`src/rtl/pipe_pkg.sv`:
```
// Shared pipeline-control constants: hazard FSM state encoding, operand
// forward-select codes and the bit positions inside the stall/flush vectors.
package pipe_pkg;

   localparam logic [1:0] ST_RUN      = 2'd0;
   localparam logic [1:0] ST_IMISS    = 2'd1;
   localparam logic [1:0] ST_DMISS    = 2'd2;
   localparam logic [1:0] ST_REDIRECT = 2'd3;

   localparam logic [1:0] FWD_RF = 2'b00;
   localparam logic [1:0] FWD_W  = 2'b01;
   localparam logic [1:0] FWD_M  = 2'b10;

   // stall is {M,E,D,F}, flush is {W,M,E,D}, both LSB-first
   localparam int STALL_F = 0;
   localparam int STALL_D = 1;
   localparam int STALL_E = 2;
   localparam int STALL_M = 3;

   localparam int FLUSH_D = 0;
   localparam int FLUSH_E = 1;
   localparam int FLUSH_M = 2;
   localparam int FLUSH_W = 3;

endpackage

```
`src/rtl/fwd_sel.sv`:
```
// Operand forward select for one E-stage source: M has priority over W,
// and x0 never forwards.
module fwd_sel
   import pipe_pkg::*;
#(
   parameter int REGW = 5
) (
   input  logic [REGW-1:0] rsE,
   input  logic [REGW-1:0] rdM,
   input  logic [REGW-1:0] rdW,
   input  logic            RegWriteM,
   input  logic            RegWriteW,
   output logic [1:0]      sel
);

   always_comb begin
      sel = FWD_RF;
      if (RegWriteM && (rdM != '0) && (rdM == rsE)) begin
         sel = FWD_M;
      end else if (RegWriteW && (rdW != '0) && (rdW == rsE)) begin
         sel = FWD_W;
      end
   end

endmodule

```
`src/rtl/hazard_unit.sv`:
```
// Pipeline hazard controller: miss/redirect FSM producing stall and flush
// enables, combinational operand forwarding and saturating miss counters.
module hazard_unit
   import pipe_pkg::*;
#(
   parameter int REGW = 5,
   parameter int CNTW = 16
) (
   input  logic            clk,
   input  logic            reset,
   input  logic            ihit,
   input  logic            dhit,
   input  logic            MemAccessM,
   input  logic            LoadE,
   input  logic            BranchTakenM,
   input  logic            RegWriteM,
   input  logic            RegWriteW,
   input  logic [REGW-1:0] rs1D,
   input  logic [REGW-1:0] rs2D,
   input  logic [REGW-1:0] rs1E,
   input  logic [REGW-1:0] rs2E,
   input  logic [REGW-1:0] rdE,
   input  logic [REGW-1:0] rdM,
   input  logic [REGW-1:0] rdW,
   output logic [3:0]      stall,
   output logic [3:0]      flush,
   output logic            sendNop,
   output logic [1:0]      forwardAE,
   output logic [1:0]      forwardBE,
   output logic [CNTW-1:0] istall_cnt,
   output logic [CNTW-1:0] dstall_cnt
);

   logic [1:0]      state_q, state_d;
   logic [CNTW-1:0] istall_q, dstall_q;
   logic [3:0]      stallRaw, flushRaw;
   logic            dMiss, loadUse;

   assign dMiss   = MemAccessM & ~dhit;
   assign loadUse = LoadE & (rdE != '0) & ((rdE == rs1D) | (rdE == rs2D));

   always_comb begin
      state_d  = state_q;
      stallRaw = 4'b0000;
      flushRaw = 4'b0000;
      if (dMiss) begin
         stallRaw = 4'b1111;
         flushRaw[FLUSH_W] = 1'b1;
         state_d = ST_DMISS;
      end else if (BranchTakenM) begin
         // a pending I-miss belongs to the wrong path and is dropped
         flushRaw[FLUSH_D] = 1'b1;
         flushRaw[FLUSH_E] = 1'b1;
         flushRaw[FLUSH_M] = 1'b1;
         state_d = ST_REDIRECT;
      end else if (state_q == ST_REDIRECT) begin
         if (!ihit) begin
            flushRaw[FLUSH_D] = 1'b1;
            state_d = ST_IMISS;
         end else begin
            state_d = ST_RUN;
         end
      end else if (!ihit) begin
         stallRaw[STALL_F] = 1'b1;
         flushRaw[FLUSH_D] = 1'b1;
         state_d = ST_IMISS;
      end else begin
         state_d = ST_RUN;
         if (loadUse) begin
            stallRaw[STALL_F] = 1'b1;
            stallRaw[STALL_D] = 1'b1;
            flushRaw[FLUSH_E] = 1'b1;
         end
      end
   end

   always_ff @(posedge clk or negedge reset) begin
      if (!reset) begin
         state_q  <= ST_RUN;
         istall_q <= '0;
         dstall_q <= '0;
      end else begin
         state_q <= state_d;
         if ((state_q == ST_IMISS) && (istall_q != '1)) begin
            istall_q <= istall_q + CNTW'(1);
         end
         if ((state_q == ST_DMISS) && (dstall_q != '1)) begin
            dstall_q <= dstall_q + CNTW'(1);
         end
      end
   end

   // control outputs are gated so an asserted reset silences them without a clock
   assign stall      = reset ? stallRaw : 4'b0000;
   assign flush      = reset ? flushRaw : 4'b0000;
   assign sendNop    = flush[FLUSH_E];
   assign istall_cnt = istall_q;
   assign dstall_cnt = dstall_q;

   fwd_sel #(.REGW(REGW)) u_fwdA (
      .rsE       (rs1E),
      .rdM       (rdM),
      .rdW       (rdW),
      .RegWriteM (RegWriteM),
      .RegWriteW (RegWriteW),
      .sel       (forwardAE)
   );

   fwd_sel #(.REGW(REGW)) u_fwdB (
      .rsE       (rs2E),
      .rdM       (rdM),
      .rdW       (rdW),
      .RegWriteM (RegWriteM),
      .RegWriteW (RegWriteW),
      .sel       (forwardBE)
   );

endmodule

```
`config.mk`:
```
export PLATFORM = sky130hd
export DESIGN_NAME = hazard_unit
export DESIGN_NICKNAME = d
export VERILOG_FILES = /design/src/rtl/pipe_pkg.sv /design/src/rtl/fwd_sel.sv /design/src/rtl/hazard_unit.sv
export SDC_FILE = /design/constraint.sdc
export NUM_CORES = 1
export LEC_CHECK = 0
export BUFFER_PORTS_ARGS = -buffer_cell sky130_fd_sc_hd__buf_2
export CELL_PAD_IN_SITES_DETAIL_PLACEMENT = 1
export CELL_PAD_IN_SITES_GLOBAL_PLACEMENT = 1
export CORE_UTILIZATION = 35
export CTS_BUF_LIST = sky130_fd_sc_hd__clkbuf_16
export DETAILED_ROUTE_END_ITERATION = 8
export GPL_TIMING_DRIVEN = 0
export HOLD_SLACK_MARGIN = 0.05
export PLACE_DENSITY = 0.84
export SLEW_MARGIN = 20
export SYNTH_ARGS = -nofsm -noshare
export SYNTH_HDL_FRONTEND = slang
export SYNTH_HIERARCHICAL = 1
export SYNTH_SLANG_ARGS = --single-unit
```
`constraint.sdc`:
```
create_clock -name clk -period 2 [get_ports clk]
set_input_delay 0.1 -clock clk [delete_from_list [all_inputs] [get_ports clk]]
set_output_delay 0.1 -clock clk [all_outputs]
set_load 0.01 [all_outputs]
```
; Word level (Yosys, flattened, before mapping)
; Cells that the tools add are included.
[totals]
inputBits = 44
register_bits = 34
elab_cells = 56
out_inout_bits = 45
[classes]
addsub = 2
n_eq_ne = 11
n_bitwise = 5
reduce_logical = 11
muxes = 24
[ops]
columns = operator, count
row1 = 16-bit by 1-bit adder with 16-bit output (second input constant), 2
row2 = 16-bit inequality test (second input constant), 2
row3 = 5-bit equality test, 6
row4 = 2-bit two-way mux, 10
row5 = 5-bit nonzero test, 3
row6 = 1-bit two-way mux, 11
row7 = 1-bit logical AND, 8
row8 = 4-bit two-way mux, 2
row9 = 2-bit equality test (second input constant), 2
row10 = 1-bit bitwise AND, 3
row11 = 3-bit two-way mux, 1
row12 = 2-bit by 1-bit equality test with 1-bit output (second input constant), 1
row13 = 1-bit NOT, 1
row14 = 1-bit bitwise OR, 1

; Longest topological paths before layout
[logic_depth]
depth_word = 9
mapped_depth = 6
depth_no_buf = 6

; Cells and area by module
; Netlist, hierarchy kept.
[modules_own_cells]
columns = module, seq_area_each_um2, cells_per_inst, instances, area_each_um2
row1 = hazard_unit, 850.8, 174, 1, 1815.5
row2 = fwd_sel, 0.0, 20, 2, 151.4

; Worst setup path after synthesis
; OpenSTA, ideal clock, no wires.
[synth_path]
path_kind = register to register
from = reg dstall_q[0], in the netlist dstall_cnt[0]
to = reg dstall_q[1], in the netlist dstall_cnt[1]
setup_time_ns = 0.125
arrival_time_ns = 1.591
stages_incl_launch_ff = 5
synth_period_minus_slack_ns = 1.715
n_path_buf = 0
required_time_ns = 1.875
slack_ns = 0.285
path_cell_list = dfrtp_1 -> ha_1 -> and4_1 -> a41oi_2 -> mux2_2
[synth_via]
elab_chain_cells = 2
elab_cells_between_ends = 3
cone_classes = 1 x add/sub / 1 x eq/ne / 1 x reduce/logical
[synth_lines]
columns = element, line
row1 = "start, declared", hazard_unit.sv:35  ; logic [CNTW-1:0] istall_q, dstall_q;
row2 = "start signal, assigned", hazard_unit.sv:88  ; dstall_q <= dstall_q + CNTW'(1);
row3 = "parallel branches: the longest is 2 deep, another holds 16-bit by 1-bit adder with 16-bit output", n/a
; Several ways; the timed one is not identified.
; A chain may end at the register's enable or synchronous reset.

; Worst setup path in the final report
; Ends and elaborated chain as after synthesis.

==> flow_summary.toml <==
[clock_tree]
cts_buffers = 5
cts_setup_buffers = 0
cts.repair.resized = 0
cts.reportedPaths.clkPinSlew_ns = 0.05
clock-sinks = 34
cts_tree = "done"
clk_path_buf_depth = 2
clkLatencyLatePin_ns = 0.28
cts.htree.levels = 2
cts_root_buf = "clkbuf_16"

[routing]
drc = 0
drt_iter0_drc = 67
vias = 1983
finalWirelength_um = 6048
drt-pass1-iter-count = 4
antenna_left = 0
avgViaCountPerCell = 5.178
wl_per_cell_um = 15.79

[sta]
hold_ws_ns = 0.06703
rsz0062_at_grt = "false"
maxSlewHeadroom_pct = 73.58
setup_tns_ns = 0
finClkSkew_ns = 0.007169
fmaxAchievable_mhz = 541.0
finalCriticalPeriod_ns = 1.849
finalWorstSetupSlack_ns = 0.1515
worst_slew_pin_slew_ns = 0.3963
report.final.slew_viol_count = 0
hold_viol = 0
finalSetupViolations = 0
finalCritPeriodShare_pct = 92.43

[global_routing]
grt_usage_pct = 20.53
grt_pass1_wl_um = 9963
grt_pass1_vias = 2129
grt_start_max_net_pins = 35
grt-ovfl-total = 0
antenna_found_initial = 0

[flow_run]
max_cap_viol_count = 0

[finish]
final_cell_mix = "88 x buf_2, 41 x xnor2_1, 34 x dfrtp_1"
final_nets = 357
post-route-util_pct = 49.54
final_common_cell = "buf_2"
num-fill-cells = 690
n_antenna_cell = 0
syn_to_final_growth_pct = 32.72
fin_cells = 383
drive_gt1_share_pct = 36.98
finalInstanceArea_um2 = 2811

[placed_design]
hpwl_um = 4339
gp_congestion = 0.7453
dpl_cell_area_um2 = 2649
port_buffers = 88
dpl.cell_count = 374
dp_slack_ns = 0.1912

[worst_setup_path]
worstSetupStartpointType = "register"
startpoint = "dstall_cnt[0]$_DFFE_PN0P_"
crit_type = "reg -> reg"
crit_required_ns = 2.16
crit-reg2reg-launch = "dstall_cnt[0]$_DFFE_PN0P_"
worstSetupEndpointType = "register"
arrival_ns = 2.01
path_max_fanout = 7

[floorplan]
start_util_pct = 37.32
io_pins = 89
die_area_um2 = 6367
die_height_um = 79.80
die_x_um = 79.80
rows = 27
core_um2 = 5675

[power]
ir_drop_v = 0.0005130
p_leak_nw = 1.343
p_per_area_nw_per_um2 = 802.7
p_total_mw = 2.257

[synthesis]
syn_area_um2 = 2118
synth_largest_area_cell = "dfrtp_1"
synth_cells = 214
yosysWarningCount = 6
synth_nets = 260
ys_seq_elements = 34
synthTopCellsByArea = "dfrtp_1 40%, xnor2_1 17%, xor2_1 5.4%, nand3_1 4.5%, nand2_1 3.7%"
avgSynthCellArea_um2 = 9.899
yosysTopAreaCellShare_pct = 40.17
synth_seq_area_share_pct = 40.17
ys_types = 38

[worst_hold_path]
hp-start = "BranchTakenM"
hold_class = "in -> reg"

[status]
status = "finished clean"
timing repair:
action	CTS	global route
hold buffers	2	0
endpoints found under the setup margin	0	0
hold endpoints to repair	34	0
cell usage after synthesis:
cell type and number:
and3_4 1, nand4bb_1 1, nor2b_1 3, a41oi_2 1
or4_1 1, xnor2_1 41, nand2b_1 3, dfrtp_1 34
o21bai_1 1, buf_4 3, and3_1 2, a21oi_1 2
inv_1 4, nand4_1 10, nor3_2 3, nor3_1 6
a31o_2 1, or4_4 1, and2_1 2, and4_1 3
and4b_1 2, nand3_2 1, a211oi_2 2, nand2_1 21
nand3_1 19, nand3b_1 2, nand4_2 1, nor2_1 14
o22ai_1 1, o41ai_2 2, o21ai_0 2, xor2_1 13
or2_2 1, o21a_1 1, nor4_1 2, ha_1 2
a21boi_0 1, mux2_2 4
path summary, 6_finish.rpt:
check | end | slack, ns | cells past startpoint
setup / recovery | dstall_cnt[1]$_DFFE_PN0P_ | 0.15 | 4
hold / removal | state_q[1]$_DFF_PN0_ | 0.07 | 2
setup reg to reg | dstall_cnt[1]$_DFFE_PN0P_ | 0.15 | 4
hold reg to reg | istall_cnt[5]$_DFFE_PN0P_ | 0.49 | 1
max in group asynchronous | state_q[1]$_DFF_PN0_ | 1.36 | 3
min in group asynchronous | dstall_cnt[4]$_DFFE_PN0P_ | 0.45 | 3
registers in the layout, summed over array words and instances, names as in the netlist:
signal and count:
istall_cnt 16, state_q 2, dstall_cnt 16
cell type report:
cell class / instances / area [µm²] / area share [%]
multi-input cells: 173 / 1230 / 43.75
clock inverters: 2 / 7.507 / 0.2670
well taps: 72 / 90.09 / 3.204
clock buffers: 5 / 125.1 / 4.450
plain buffers: 3 / 22.52 / 0.8011
flip-flops and latches: 34 / 850.8 / 30.26
repair buffers: 90 / 470.5 / 16.73
inverters: 4 / 15.01 / 0.5340
metal layers:
metal	global-route usage [%]	vias to the layer above	routed length, µm
met5	0	-	0
met3	3.771	7	306
li1	-	942	-
met4	7.143	0	93
met2	40.51	68	3323
met1	21.26	966	2325
worst max-delay path, cell delays in order, from the launching register on:
cell     delay [ns]
dfrtp_1        0.42
ha_1           0.26
and4_1         0.26
a41oi_2        0.41
mux2_2         0.38
power breakdown:
group / internal [mW] / switching (mW)
Clock: 0.444 / 0.261
Combinational: 0.292 / 0.311
Sequential: 0.804 / 0.145
Total: 1.54 / 0.717
cell families after synthesis:
family	share of synthesized area [%]
AO/OA/AOI/OAI	6.203
XOR/XNOR	22.33
adder cells (fa/ha/maj)	1.181
buffers and inverters	1.772
flip-flops	40.17
multiplexers	2.126
AND/OR/NAND/NOR	26.23
Power figures use the tool's default switching activity.
